File: src/rtl/eth_pkt_pkg.sv
// eth_pkt_pkg: shared state encoding, type-ONE layout defaults and counter sizing
package eth_pkt_pkg;
  typedef enum logic [2:0] {IDLE, HDR, PAY, DROP, DONE} state_t;
  localparam int TYPE_ONE_HDR_LEN = 120;
  localparam int TYPE_ONE_PAYLOAD_OFS = 124;
  localparam int TYPE_ONE_PAYLOAD_LEN = 400;
  function automatic int cnt_w(input int max_val);
    return (max_val < 2) ? 1 : $clog2(max_val + 1);
  endfunction
endpackage

File: src/rtl/our_data_extract_byte_packer.sv
// byte_packer: places bytes into output-word lanes and emits full or flushed words
module byte_packer #(
  parameter int OUT_BYTES = 2,
  parameter bit MSB_FIRST = 1'b1
) (
  input  logic                   clk,
  input  logic                   rst,
  input  logic [7:0]             byte_in,
  input  logic                   valid,
  input  logic                   flush,
  input  logic                   clear,
  output logic [8*OUT_BYTES-1:0] word,
  output logic                   word_valid
);
  localparam int IW = OUT_BYTES > 1 ? $clog2(OUT_BYTES) : 1;
  logic [8*OUT_BYTES-1:0] acc_q, acc_d;
  logic [IW-1:0] idx_q, idx_d;
  // merge the incoming byte into its lane; unfilled lanes stay zero, which pads a flushed word
  always_comb begin
    word = acc_q;
    for (int i = 0; i < OUT_BYTES; i++)
      if (idx_q == IW'(MSB_FIRST ? OUT_BYTES - 1 - i : i)) word[8*i +: 8] = byte_in;
    word_valid = valid && (idx_q == IW'(OUT_BYTES - 1) || flush);
    acc_d = (clear || word_valid) ? '0 : valid ? word : acc_q;
    idx_d = (clear || word_valid) ? '0 : valid ? idx_q + 1'b1 : idx_q;
  end
  // hold the partially filled word between bytes
  always_ff @(posedge clk) begin
    if (rst) begin
      acc_q <= '0;
      idx_q <= '0;
    end else begin
      acc_q <= acc_d;
      idx_q <= idx_d;
    end
  end
endmodule

File: src/rtl/our_data_extract.sv
// our_data_extract: extracts a fixed payload window of a typed packet into packed FIFO words
module our_data_extract
  import eth_pkt_pkg::*;
#(
  parameter int HDR_LEN     = TYPE_ONE_HDR_LEN,
  parameter int PAYLOAD_OFS = TYPE_ONE_PAYLOAD_OFS,
  parameter int PAYLOAD_LEN = TYPE_ONE_PAYLOAD_LEN,
  parameter int OUT_BYTES   = 2,
  parameter bit MSB_FIRST   = 1'b1,
  parameter int PKT_CNT_W   = 16
) (
  input  logic                   clock,
  input  logic                   sclr,
  input  logic [7:0]             datain,
  input  logic                   ena,
  input  logic                   fifo_afull,
  output logic                   wren,
  output logic [8*OUT_BYTES-1:0] data,
  output logic                   last,
  output logic                   header_ena,
  output logic                   err_short,
  output logic                   err_ovf,
  output logic [PKT_CNT_W-1:0]   pkt_cnt
);
  localparam int END = PAYLOAD_OFS + PAYLOAD_LEN;
  localparam int CW = cnt_w(END);
  localparam logic [CW-1:0] C_END = CW'(END);
  localparam logic [CW-1:0] C_LAST = CW'(END - 1);
  localparam logic [CW-1:0] C_OFS = CW'(PAYLOAD_OFS);
  localparam logic [CW-1:0] C_HDR = CW'(HDR_LEN - 1);
  state_t state_q, state_d;
  logic [CW-1:0] cnt_q, cnt_d;
  logic [8*OUT_BYTES-1:0] data_q, data_d, word;
  logic [PKT_CNT_W-1:0] pkt_cnt_q, pkt_cnt_d;
  logic ena_q, ena_d, wren_q, wren_d, last_q, last_d, hdr_q, hdr_d;
  logic err_short_q, err_short_d, err_ovf_q, err_ovf_d;
  logic start, in_hdr, pay_byte, last_byte, word_valid, ovf;
  byte_packer #(.OUT_BYTES(OUT_BYTES), .MSB_FIRST(MSB_FIRST)) u_packer (
    .clk(clock), .rst(sclr), .byte_in(datain), .valid(pay_byte), .flush(last_byte),
    .clear(!ena), .word(word), .word_valid(word_valid)
  );
  // packet tracking, next state and registered-output values; a start needs ena to have been low,
  // so a packet cut by sclr is ignored until ena drops
  always_comb begin
    start = ena && !ena_q && state_q == IDLE;
    in_hdr = start || state_q == HDR;
    pay_byte = ena && ((in_hdr && cnt_q == C_OFS) || state_q == PAY);
    last_byte = pay_byte && cnt_q == C_LAST;
    ovf = word_valid && fifo_afull;
    ena_d = ena;
    cnt_d = !ena ? '0 : (cnt_q == C_END) ? cnt_q : cnt_q + 1'b1;
    state_d = !ena ? IDLE : ovf ? DROP : last_byte ? DONE : pay_byte ? PAY : in_hdr ? HDR : state_q;
    hdr_d = ena && (hdr_q || ((start || state_q != IDLE) && cnt_q == C_HDR));
    wren_d = word_valid && !fifo_afull;
    data_d = wren_d ? word : '0;
    last_d = wren_d && last_byte;
    err_short_d = !ena && (state_q == HDR || state_q == PAY);
    err_ovf_d = ovf;
    pkt_cnt_d = pkt_cnt_q + PKT_CNT_W'(last_d);
  end
  // state and output registers; reset leaves ena_q high to block a packet already in flight
  always_ff @(posedge clock) begin
    if (sclr) begin
      state_q <= IDLE;
      cnt_q <= '0;
      ena_q <= 1'b1;
      wren_q <= 1'b0;
      data_q <= '0;
      last_q <= 1'b0;
      hdr_q <= 1'b0;
      err_short_q <= 1'b0;
      err_ovf_q <= 1'b0;
      pkt_cnt_q <= '0;
    end else begin
      state_q <= state_d;
      cnt_q <= cnt_d;
      ena_q <= ena_d;
      wren_q <= wren_d;
      data_q <= data_d;
      last_q <= last_d;
      hdr_q <= hdr_d;
      err_short_q <= err_short_d;
      err_ovf_q <= err_ovf_d;
      pkt_cnt_q <= pkt_cnt_d;
    end
  end
  assign wren = wren_q;
  assign data = data_q;
  assign last = last_q;
  assign header_ena = hdr_q;
  assign err_short = err_short_q;
  assign err_ovf = err_ovf_q;
  assign pkt_cnt = pkt_cnt_q;
endmodule

File: config.mk
export PLATFORM = sky130hd
export DESIGN_NAME = our_data_extract
export DESIGN_NICKNAME = d
export VERILOG_FILES = /design/src/rtl/eth_pkt_pkg.sv /design/src/rtl/our_data_extract_byte_packer.sv /design/src/rtl/our_data_extract.sv
export SDC_FILE = /design/constraint.sdc
export NUM_CORES = 1
export LEC_CHECK = 0
export BUFFER_PORTS_ARGS = -buffer_cell sky130_fd_sc_hd__buf_4
export CAP_MARGIN = 15
export CORE_MARGIN = 1
export CORE_UTILIZATION = 43
export DETAILED_ROUTE_END_ITERATION = 12
export GPL_ROUTABILITY_DRIVEN = 0
export HOLD_SLACK_MARGIN = 0.03
export PLACE_DENSITY = 0.73
export SYNTH_ARGS = -nofsm -noshare
export SYNTH_HDL_FRONTEND = slang
export SYNTH_SLANG_ARGS = --single-unit
File: constraint.sdc
create_clock -name clock -period 4.6 [get_ports clock]
set_clock_uncertainty 0.2 [all_clocks]
set_input_delay 0.92 -clock clock [delete_from_list [all_inputs] [get_ports clock]]
set_output_delay 0.92 -clock clock [all_outputs]
set_load 0.005 [all_outputs]
# Word level (Yosys, flattened, before mapping)
# Index checks and enable logic that the tools add are counted.
# word_totals
ff_bits	68
input_bits	12
wordCells	60
# classes
add_sub_neg	3
n_eq_ne	6
n_mux	6
bitwise	2
n_reduce_logical	30
# op_table
cell	count
== test 10 bit, second input constant	2
== test 10 x 7 -> 1 bit, second input constant	2
adder 16 x 1 -> 16 bit	1
2-to-1 mux 8 bit	2
logical AND 1 bit	12
adder 10 x 1 -> 10 bit, second input constant	1
2-to-1 mux 3 bit	3
logical OR 1 bit	7
nonzero test 3 bit	2
OR reduction 2 bit	3
nonzero test 4 bit	1
== test 3 x 1 -> 1 bit, second input constant	1
== test 3 x 2 -> 1 bit, second input constant	1
logical NOT 1 bit	3
logical NOT 3 bit	1
OR reduction 3 bit	1
2-to-1 mux 2 bit	1
NOT 1 bit	2
adder 1 bit, second input constant	1

# Longest topological paths before layout
# logic_depth
ltp_word	13
mapped_depth	12
ltp_nobuf	12

# By module
# Synthesis repeated with hierarchy kept, for this count alone.
# unflattened
cells_unflattened	295
hier_area_um2	2813.9
# by_module_without_submodules
mod	n_inst	cells_each	area_per_inst_um2
our_data_extract	1	218	2037.0
byte_packer	1	77	777.0

# Worst setup path before layout
# No wires, ideal clock.
# synth_timing
path_type	input to register
from	input port ena
to	register pkt_cnt_q[13], in the netlist pkt_cnt[13]
t_arrival_ns	3.215
required_ns	4.279
path_slack_ns	1.065
stages	9
path_cell_list	nor2b_1 -> o2111ai_4 -> a211oi_1 -> and2_1 -> ha_1 -> and4_1 -> nor4b_1 -> nand3_1 -> mux2_2
# synth_between
elab_chain_len	12
# synth_lines
element	line	rtl
from (decl)	our_data_extract.sv:15	input logic ena,
logical AND 1 bit (2 in series)	our_data_extract.sv:45	start = ena && !ena_q && state_q == IDLE;
logical OR 1 bit	our_data_extract.sv:46	in_hdr = start || state_q == HDR;
logical AND 1 bit	our_data_extract.sv:47	pay_byte = ena && ((in_hdr && cnt_q == C_OFS) || state_q == PAY);
logical OR 1 bit	our_data_extract.sv:47	
logical AND 1 bit *	our_data_extract.sv:47	
logical AND 1 bit	our_data_extract.sv:48	last_byte = pay_byte && cnt_q == C_LAST;
logical OR 1 bit	our_data_extract_byte_packer.sv:23	word_valid = valid && (idx_q == IW'(OUT_BYTES - 1) || flush);
logical AND 1 bit	our_data_extract_byte_packer.sv:23	
logical AND 1 bit	our_data_extract.sv:54	wren_d = word_valid && !fifo_afull;
logical AND 1 bit *	our_data_extract.sv:56	last_d = wren_d && last_byte;
via last_d	our_data_extract.sv:35	logic ena_q, ena_d, wren_q, wren_d, last_q, last_d, hdr_q, hdr_d;
adder 16 x 1 -> 16 bit *	our_data_extract.sv:59	pkt_cnt_d = pkt_cnt_q + PKT_CNT_W'(last_d);
to (signal assigned)	our_data_extract.sv:84	pkt_cnt_q <= pkt_cnt_d;
to (decl)	our_data_extract.sv:34	logic [PKT_CNT_W-1:0] pkt_cnt_q, pkt_cnt_d;
# The timed path passes the listed nets; every way through them passes the cells marked *.
# A chain may end at the register's enable or synchronous reset.

# Worst setup path after layout
# Ends and elaborated chain as after synthesis.

==> run_summary.xml <==
<?xml version="1.0" encoding="UTF-8"?>
<metrics>
  <group name="critical_path">
    <metric name="critical_path_required" unit="ns">4.63</metric>
    <metric name="worst_setup_path_end_kind" unit="">flop</metric>
    <metric name="worst-path-max-fanout" unit="">6</metric>
    <metric name="crit_type" unit="">input pin to flop</metric>
    <metric name="critical_path_arrival" unit="ns">3.71</metric>
    <metric name="crit_path_start_kind" unit="">input pin</metric>
  </group>
  <group name="global_routing">
    <metric name="grt_pass1_vias" unit="">1848</metric>
    <metric name="grt_antenna_before_repair" unit="">0</metric>
    <metric name="grt_overflow" unit="">0</metric>
    <metric name="grt_pass1_wl" unit="mm">8.35</metric>
    <metric name="grt.total_usage" unit="">0.166</metric>
    <metric name="grt_max_degree" unit="">25</metric>
  </group>
  <group name="cells_and_area">
    <metric name="layout-area-overhead-vs-synth" unit="%">20.5</metric>
    <metric name="multi_input_comb_area" unit="um2">1290</metric>
    <metric name="finish.net_count" unit="">349</metric>
    <metric name="post_route_cells_drive_above_1_share" unit="">0.219</metric>
    <metric name="register_area" unit="um2">1360</metric>
    <metric name="diodes_inserted" unit="">0</metric>
    <metric name="fillCellCount" unit="">555</metric>
  </group>
  <group name="cts">
    <metric name="cts-hold-fix-buffers" unit="">0</metric>
    <metric name="cts_max_level" unit="">3</metric>
    <metric name="cts.root.buffer_cell" unit="">clkbuf_8</metric>
    <metric name="cts.sink_count" unit="">68</metric>
    <metric name="cts_tree" unit="">done</metric>
    <metric name="numCtsBuffers" unit="">9</metric>
    <metric name="clkTransAtPathRegs" unit="ns">0.07</metric>
    <metric name="cts_post_setup_buffers_inserted" unit="">0</metric>
    <metric name="cts.repair.resized" unit="">0</metric>
    <metric name="insertion_delay" unit="ns">0.33</metric>
    <metric name="ctsLongestPathBuffers" unit="">2</metric>
  </group>
  <group name="timing">
    <metric name="max_freq" unit="GHz">0.272</metric>
    <metric name="layout_worst_path_cycle_share" unit="">0.800</metric>
    <metric name="final.setup.tns" unit="ns">0</metric>
    <metric name="worstMarginPinSlew" unit="ns">0.991</metric>
    <metric name="timing.final.crit_period" unit="ns">3.68</metric>
    <metric name="finalMaxSlewViolations" unit="">0</metric>
    <metric name="max-slew-margin-rel" unit="">0.338</metric>
    <metric name="setup_violations" unit="">0</metric>
    <metric name="hold_violations" unit="">0</metric>
    <metric name="rsz0062_at_grt" unit="">no</metric>
  </group>
  <group name="drt">
    <metric name="drt_first_pass_iters" unit="">4</metric>
    <metric name="wl_met3" unit="um">241</metric>
    <metric name="via_per_inst" unit="">5.14</metric>
    <metric name="dr.first_iter.drc_count" unit="">69</metric>
    <metric name="drt-wirelength-per-cell" unit="um">12.6</metric>
    <metric name="route.vias.total" unit="">2124</metric>
    <metric name="wl_met1" unit="mm">2.39</metric>
    <metric name="met2_length" unit="mm">2.48</metric>
    <metric name="drc_errors" unit="">0</metric>
    <metric name="dr.max_layer_used" unit="">met4</metric>
    <metric name="antenna_violating_nets_post_route" unit="">0</metric>
    <metric name="wl" unit="mm">5.21</metric>
  </group>
  <group name="worst_hold_path">
    <metric name="timing.hold.worst.class" unit="">flop to flop</metric>
  </group>
  <group name="synth">
    <metric name="synth_enable_flop_cells" unit="">0</metric>
    <metric name="postSynthRegisterBits" unit="">68</metric>
    <metric name="synth.area.top_cells" unit="">dfxtp_1 49%, nor2_1 5.9%, mux2i_1 5.8%</metric>
    <metric name="yosys.cell_types.count" unit="">46</metric>
    <metric name="yosys.area.top_type_share" unit="">0.494</metric>
    <metric name="synth_area_leader_cell" unit="">dfxtp_1</metric>
    <metric name="mappedNetlistNets" unit="">303</metric>
    <metric name="ys_dominant_reg_cell" unit="">dfxtp_1</metric>
    <metric name="synthArstFlopShare" unit="">0</metric>
    <metric name="synth.top_cells.by_count" unit="">68 x dfxtp_1, 43 x nor2_1, 24 x nand2_1</metric>
    <metric name="yosys_warnings" unit="">0</metric>
    <metric name="postSynthCellCount" unit="">287</metric>
    <metric name="mappedNetlistArea" unit="um2">2760</metric>
    <metric name="avgSynthCellArea" unit="um2">9.60</metric>
    <metric name="yosysSeqAreaShare" unit="">0.494</metric>
    <metric name="yosysMostFrequentCell" unit="">dfxtp_1</metric>
  </group>
  <group name="power_and_ir_drop">
    <metric name="power.total" unit="mW">1.06</metric>
    <metric name="power_leakage" unit="nW">1.28</metric>
    <metric name="pwr_density_cell" unit="nW/um2">318</metric>
    <metric name="vdd_ir_drop_max" unit="mV">0.205</metric>
  </group>
  <group name="place">
    <metric name="io_buffers" unit="">48</metric>
    <metric name="post-dp-hpwl" unit="mm">3.65</metric>
  </group>
  <group name="run">
    <metric name="cap_violations" unit="">0</metric>
  </group>
  <group name="status">
    <metric name="outcome" unit="">complete, no violations</metric>
  </group>
  <group name="die">
    <metric name="initial_utilization" unit="">0.455</metric>
    <metric name="core-area" unit="um2">6060</metric>
    <metric name="die_area" unit="um2">6730</metric>
    <metric name="fp.dieW" unit="um">82.0</metric>
    <metric name="fp.dieH" unit="um">82.0</metric>
    <metric name="placementRows" unit="">28</metric>
    <metric name="ioPinCount" unit="">49</metric>
  </group>
</metrics>
-- cell families after synthesis --
kind of cell / after synthesis / share of synthesized area
AOI/OAI and AO/OA: 30 / 0.0808
and+or+nand+nor: 128 / 0.247
buffers and inverters: 21 / 0.0372
xor gates and xnor gates: 19 / 0.0604
DFF: 68 / 0.494
adders and majority gates: 4 / 0.0182
muxes: 17 / 0.0622
-- critical path, stage by stage --
cell and delay, ns:
buf_4 0.10, nor2b_1 0.29, o2111ai_4 0.18, a211oi_1 0.43, and2_1 0.19, ha_1 0.20, and4_1 0.28, nor4b_1 0.67
nand3_1 0.16, mux2_2 0.29
-- sequential cells by signal, indices dropped and copies added (netlist names) --
| register | flops |
|---|---|
| err_ovf | 1 |
| last | 1 |
| wren | 1 |
| header_ena | 1 |
| err_short | 1 |
| pkt_cnt | 16 |
| u_packer.idx_q | 1 |
| ena_q | 1 |
| state_q | 3 |
| cnt_q | 10 |
| u_packer.acc_q | 16 |
| data | 16 |
-- layout make-up --
cell class / instances / area share
Sequential cell: 68 / 0.410
Clock buffer: 12 / 0.0467
Inverter: 7 / 0.00792
Multi-Input combinational cell: 198 / 0.389
Timing Repair Buffer: 49 / 0.111
Tap cell: 75 / 0.0283
Clock inverter: 4 / 0.00716
-- path summary, 6_finish.rpt --
kind                            from            endpoint  slack, ns  depth (start not counted)
setup / recovery                 ena         pkt_cnt[13]       0.92                         10
hold / removal    u_packer.acc_q[10]  u_packer.acc_q[10]       0.27                          2
setup reg to reg            cnt_q[0]         pkt_cnt[13]       1.03                         11
hold reg to reg   u_packer.acc_q[10]  u_packer.acc_q[10]       0.27                          2
-- layout by cell type, fill, tap and decap left out, types with 2 or more instances in the layout --
master and instances:
dfxtp_1 68, buf_4 49, nor2_1 43, nand2_1 24, mux2i_1 16, clkbuf_8 11
xnor2_1 10, nand3_1 10, xor2_1 9, nand4_1 8, o22ai_1 8, nor3b_1 8
inv_1 7, nor2b_1 6, and3_1 6, a21oi_1 5, and4_1 4, o21ai_0 4
ha_1 4, a31oi_1 3, nor3_1 3, clkinv_2 3, and3b_1 2, and2_1 2
nand2b_1 2, nor4_1 2, a31o_2 2
-- report_power, final --
group | switching (mW) | total [mW] | internal (mW) | leakage (nW)
Clock | 0.211 | 0.434 | 0.223 | 0.0961
Combinational | 0.0170 | 0.0293 | 0.0123 | 0.640
Sequential | 0.00177 | 0.592 | 0.590 | 0.548
-- metal layers --
metal  GRT usage  vias up
met5           0        -
met1       0.195      986
met3      0.0400        8
li1            -     1083
met2       0.276       47
met4      0.0947        0
-- metrics by stage --
stage | hold WS, ns | setup slack (ns) | instance area (um2) | cells | util
after global placement | 0.253 | 0.736 | 3140 | 397 | 0.518
final | 0.271 | 0.921 | 3320 | 413 | 0.548
after global routing | 0.290 | 0.635 | 3320 | 413 | 0.548
after detailed placement | 0.259 | 0.545 | 3140 | 397 | 0.518
after CTS | 0.269 | 0.897 | 3320 | 413 | 0.548
after floorplan | 0.246 | 1.06 | 2760 | 287 | -
Power figures use the tool's default switching activity.
